$ cat src/rtl/mux16_rr_arbiter.sv
`default_nettype none
// ============================================================================
// Module   : mux16_rr_arbiter
// Purpose  : Round-robin arbiter driving the select of a 16:1 data mux.
//            Produces a registered one-hot grant, the matching 4-bit mux
//            select and a valid flag. The search for the next winner starts
//            one position after the most recent grant and wraps modulo 16.
//            Optional hold timeout: define MUX16_ARB_TIMEOUT_EN to end a
//            grant after MAX_HOLD consecutive cycles. Without the macro a
//            grant lasts until its request drops, and MAX_HOLD has no effect.
// Ports    : clk   - clock, all state updates on the rising edge
//            rst   - synchronous active-high reset
//            req   - [15:0] request lines, held high while the mux is needed
//            gnt   - [15:0] registered one-hot grant (zero when idle)
//            sel   - [3:0]  registered mux select, index of the gnt bit
//            valid - registered, high exactly when gnt is nonzero
// Params   : MAX_HOLD - maximum consecutive grant cycles (1..255)
// Revision : 1.0 - initial release
// ============================================================================
module mux16_rr_arbiter #(
    parameter int MAX_HOLD = 8
) (
    input  logic        clk,
    input  logic        rst,
    input  logic [15:0] req,
    output logic [15:0] gnt,
    output logic [3:0]  sel,
    output logic        valid
);

`ifdef MUX16_ARB_TIMEOUT_EN
    localparam logic c_timeout_en = 1'b1;
`else
    localparam logic c_timeout_en = 1'b0;
`endif

    localparam logic [7:0] c_max_hold = 8'(MAX_HOLD);
    localparam logic [7:0] c_cnt_sat  = 8'hFF;

    typedef enum logic [0:0] {
        ST_IDLE = 1'b0,
        ST_BUSY = 1'b1
    } state_t;

    state_t      state_q, state_d;
    logic [15:0] gnt_q, gnt_d;
    logic [3:0]  sel_q, sel_d;
    logic        valid_q, valid_d;
    logic [3:0]  last_q, last_d;
    logic [7:0]  hold_cnt_q, hold_cnt_d;

    logic        w_pick_found;
    logic [3:0]  w_pick_idx;
    logic        w_timeout;
    logic        w_grant_end;

    // Rotating priority search. Offset 16 wraps back to last_q itself, so
    // a sole requester whose grant timed out wins again instead of starving.
    always_comb begin
        logic [3:0] idx;
        w_pick_found = 1'b0;
        w_pick_idx   = 4'd0;
        idx          = 4'd0;
        for (int i = 1; i <= 16; i++) begin
            idx = last_q + 4'(i);
            if (!w_pick_found && req[idx]) begin
                w_pick_found = 1'b1;
                w_pick_idx   = idx;
            end
        end
    end

    // With the feature disabled the constant zero removes the compare.
    assign w_timeout   = c_timeout_en && (hold_cnt_q == c_max_hold);
    assign w_grant_end = !req[sel_q] || w_timeout;

    always_comb begin
        state_d    = state_q;
        gnt_d      = gnt_q;
        sel_d      = sel_q;
        valid_d    = valid_q;
        last_d     = last_q;
        hold_cnt_d = hold_cnt_q;

        case (state_q)
            ST_IDLE: begin
                if (w_pick_found) begin
                    state_d    = ST_BUSY;
                    gnt_d      = 16'b1 << w_pick_idx;
                    sel_d      = w_pick_idx;
                    valid_d    = 1'b1;
                    last_d     = w_pick_idx;
                    hold_cnt_d = 8'd1;
                end
            end
            ST_BUSY: begin
                if (w_grant_end) begin
                    // last_q already equals the holder, so the search
                    // naturally starts at the next requester in rotation.
                    if (w_pick_found) begin
                        gnt_d      = 16'b1 << w_pick_idx;
                        sel_d      = w_pick_idx;
                        last_d     = w_pick_idx;
                        hold_cnt_d = 8'd1;
                    end else begin
                        state_d    = ST_IDLE;
                        gnt_d      = 16'd0;
                        sel_d      = 4'd0;
                        valid_d    = 1'b0;
                        hold_cnt_d = 8'd0;
                    end
                end else if (hold_cnt_q != c_cnt_sat) begin
                    hold_cnt_d = hold_cnt_q + 8'd1;
                end
            end
            default: begin
                state_d    = ST_IDLE;
                gnt_d      = 16'd0;
                sel_d      = 4'd0;
                valid_d    = 1'b0;
                hold_cnt_d = 8'd0;
            end
        endcase
    end

    always_ff @(posedge clk) begin
        if (rst) begin
            state_q    <= ST_IDLE;
            gnt_q      <= 16'd0;
            sel_q      <= 4'd0;
            valid_q    <= 1'b0;
            last_q     <= 4'd15;
            hold_cnt_q <= 8'd0;
        end else begin
            state_q    <= state_d;
            gnt_q      <= gnt_d;
            sel_q      <= sel_d;
            valid_q    <= valid_d;
            last_q     <= last_d;
            hold_cnt_q <= hold_cnt_d;
        end
    end

    assign gnt   = gnt_q;
    assign sel   = sel_q;
    assign valid = valid_q;

endmodule
`default_nettype wire
$ cat config.mk
export PLATFORM = sky130hd
export DESIGN_NAME = mux16_rr_arbiter
export DESIGN_NICKNAME = d
export VERILOG_FILES = /design/src/rtl/mux16_rr_arbiter.sv
export SDC_FILE = /design/constraint.sdc
export NUM_CORES = 1
export LEC_CHECK = 0
export CORE_MARGIN = 3
export CORE_UTILIZATION = 50
export DETAILED_ROUTE_END_ITERATION = 7
export GPL_ROUTABILITY_DRIVEN = 0
export PLACE_DENSITY = 0.74
export SLEW_MARGIN = 20
export SYNTH_ARGS = -nofsm -noshare
export SYNTH_HDL_FRONTEND = slang
export SYNTH_SLANG_ARGS = --single-unit
$ cat constraint.sdc
create_clock -name clk -period 4.7 [get_ports clk]
set_input_delay 0.94 -clock clk [delete_from_list [all_inputs] [get_ports clk]]
set_output_delay 0.94 -clock clk [all_outputs]
set_load 0.02 [all_outputs]
==> qor.yml, run 1 <==
setup-violations-final: 0
async_reset_ff_share_pct: 0
cts_setup_buffers: 0
cp_max_fo: 7
grt_max_degree: 28
crit_path_end_kind: "flip-flop"
drt_iter0_drc: 395
crit_required_ns: 4.87
die_area_mm2: 0.00812
die_h_um: 90.1
ys_seq_area_share_pct: 14.7
cts_tree: "done"
synth_top_area_cell: "mux4_2"
cts_inserted_buffers: 3
synth_top_area_share_pct: 19.1
clkTransAtPathRegs_ns: 0.09
antenna_found_initial: 0
core_area_mm2: 0.00683
synthCells: 384
clockBufferDepth: 2
vias: 3452
timing.max_cap.violations: 0
grt_pass1_wl_mm: 17.4
netlist-cell-type-count: 76
final_max_slew_viol_count: 0
drcViolationCount: 0
clock_sinks: 26
insertion_delay_ns: 0.27
hold_viol: 0
ys_ff_latch: 26
crit_type: "in2reg"
synth_edf_count: 0
syn_nets: 411
clockRootBuffer: "clkbuf_8"
grt_usage_pct: 25.8
place_inst: 534
finalWorstPathRequiredPeriod_ns: 4.54
min_path_type: "reg2reg"
rows: 30
avgSynthCellArea_um2: 9.21
nets: 470
firstDrtPassIters: 5
final.period_utilization_pct: 96.5
ys.warnings.count: 0
wl_per_cell_um: 19.3
antenna_cells: 0
layout.cells.non_filler: 538
rsz0062_at_grt: "no"
cp.arrival_ns: 4.70
syn_area_mm2: 0.00354
grt_pass1_vias: 3319
fillers: 590
finClkSkew_ns: 0.00532
status: "completed"
synthToLayoutAreaGrowth_pct: 21.1
io_buffers: 38
dpl.hpwl_mm: 8.09
slew-limit-headroom_pct: 55.9
start_kind: "primary input"
synth_ff_type: "dfxtp_1"
worst_pin_slew_ns: 0.660
synth_area_leaders: "mux4_2 19%, dfxtp_1 15%, mux2_2 5.4%"
overflow: 0
fp.dieW_um: 90.1
initial_core_util_pct: 51.8
ctsHtreeMaxLevel: 1
drt_wl_total_mm: 10.4
reg2reg_slack_ns: 0.48
drive_above_1_share_pct: 24.9
max_freq_mhz: 220
ios: 39
final_antenna_net_count: 0
via_per_inst: 6.42
## stage by stage
step / instance area (um^2) / util (%) / worst slack (ns) / hold slack [ns] / setup TNS (ns)
after detailed placement: 4210 / 61.6 / -0.0955 / 0.463 / -0.477
after CTS: 4280 / 62.7 / 0.170 / 0.494 / 0
after global routing: 4290 / 62.7 / 0.00106 / 0.506 / 0
after floorplan: 3560 / - / 0.0453 / 0.544 / 0
after global placement: 4210 / 61.6 / -0.0458 / 0.466 / -0.152
final: 4290 / 62.7 / 0.164 / 0.492 / 0
## timing repair
item | 4_1_cts | 5_1_grt
hold buffers | 0 | 0
resized for setup | 0 | 1
hold endpoints to repair | 0 | 0
setup endpoints to repair | 0 | 4
## final timing paths
kind,startpoint,to,depth (start not counted)
min,gnt[9]$_SDFFE_PP0P_,gnt[9]$_SDFFE_PP0P_,1
max,req[14],gnt[10]$_SDFFE_PP0P_,13
min reg2reg,gnt[9]$_SDFFE_PP0P_,gnt[9]$_SDFFE_PP0P_,1
max reg2reg,last_q[0]$_SDFFE_PP1P_,gnt[10]$_SDFFE_PP0P_,15
## critical path: stages
cell and delay (ns):
clkdlybuf4s50_1 0.53, mux4_1 0.67, mux4_2 0.61, a211oi_4 0.40
nand4_4 0.15, or2_1 0.27, nor2_2 0.15, ha_1 0.15
nand2b_1 0.13, a21oi_2 0.08, nand2b_2 0.17, and3b_4 0.24
a22o_1 0.19
## routing by layer
metal,track usage (%),part of all wire [%],vias to the layer above
met3,3.60,8.4,17
met4,6.51,1.6,0
met1,37.5,44,1652
met5,0,0,-
met2,40.3,46,168
li1,-,-,1615
## synthesized netlist by cell type (9+ instances only)
| library cell | instances |
|---|---|
| nand2_1 | 45 |
| mux4_2 | 30 |
| dfxtp_1 | 26 |
| a21oi_1 | 20 |
| mux2i_1 | 19 |
| nor2_1 | 19 |
| o21ai_0 | 19 |
| a22o_1 | 18 |
| mux2_2 | 17 |
| inv_1 | 14 |
| a22oi_1 | 9 |
| ha_1 | 9 |
## final cells by class
cell class / instances / area (um^2) / area share, %
tap: 96 / 120 / 2.80
sequential: 26 / 520 / 12.1
clock buffer: 3 / 41.3 / 0.964
timing repair buffer: 74 / 651 / 15.2
inverter: 15 / 56.3 / 1.31
clock inverter: 1 / 30.0 / 0.701
multi-input combinational: 323 / 2870 / 66.9
## cell families after synthesis
family | Yosys count | synth area share (%)
mux | 74 | 33.5
compound gates | 107 | 22.1
buf+inv | 35 | 4.74
flops | 26 | 14.7
fa+ha+maj | 9 | 3.18
xor+xnor | 13 | 3.22
simple gates | 120 | 18.6
## sequential cells by signal, indices dropped and copies added (netlist names)
register	cells
sel	4
last_q	4
state_q	1
gnt	16
valid	1
## layout by cell type, fill, tap and decap left out, drive strengths merged, types with 5 or more instances in the layout
master and instances:
mux4 32, inv 15, nand2 45, a21oi 21, clkdlybuf4s50 38, a22oi 9
nand2b 5, nand3 8, ha 9, o21ai 24, nor3 8, xnor2 6
nor2b 8, buf 36, nor2 21, mux2i 20, mux2 22, xor2 7
dfxtp 26, a22o 19
Power of run 1 is left out: the tool's default activity adds up to more than one toggle a clock period on the data nets, which glitch-free logic cannot reach.
==> run 2: changes to the inputs <==
CAP_MARGIN = 5   (was default)
==> results of run 2 <==
Final layout, timing and power as in run 1 (identical DEF).
Power of run 2 is left out for the same reason.
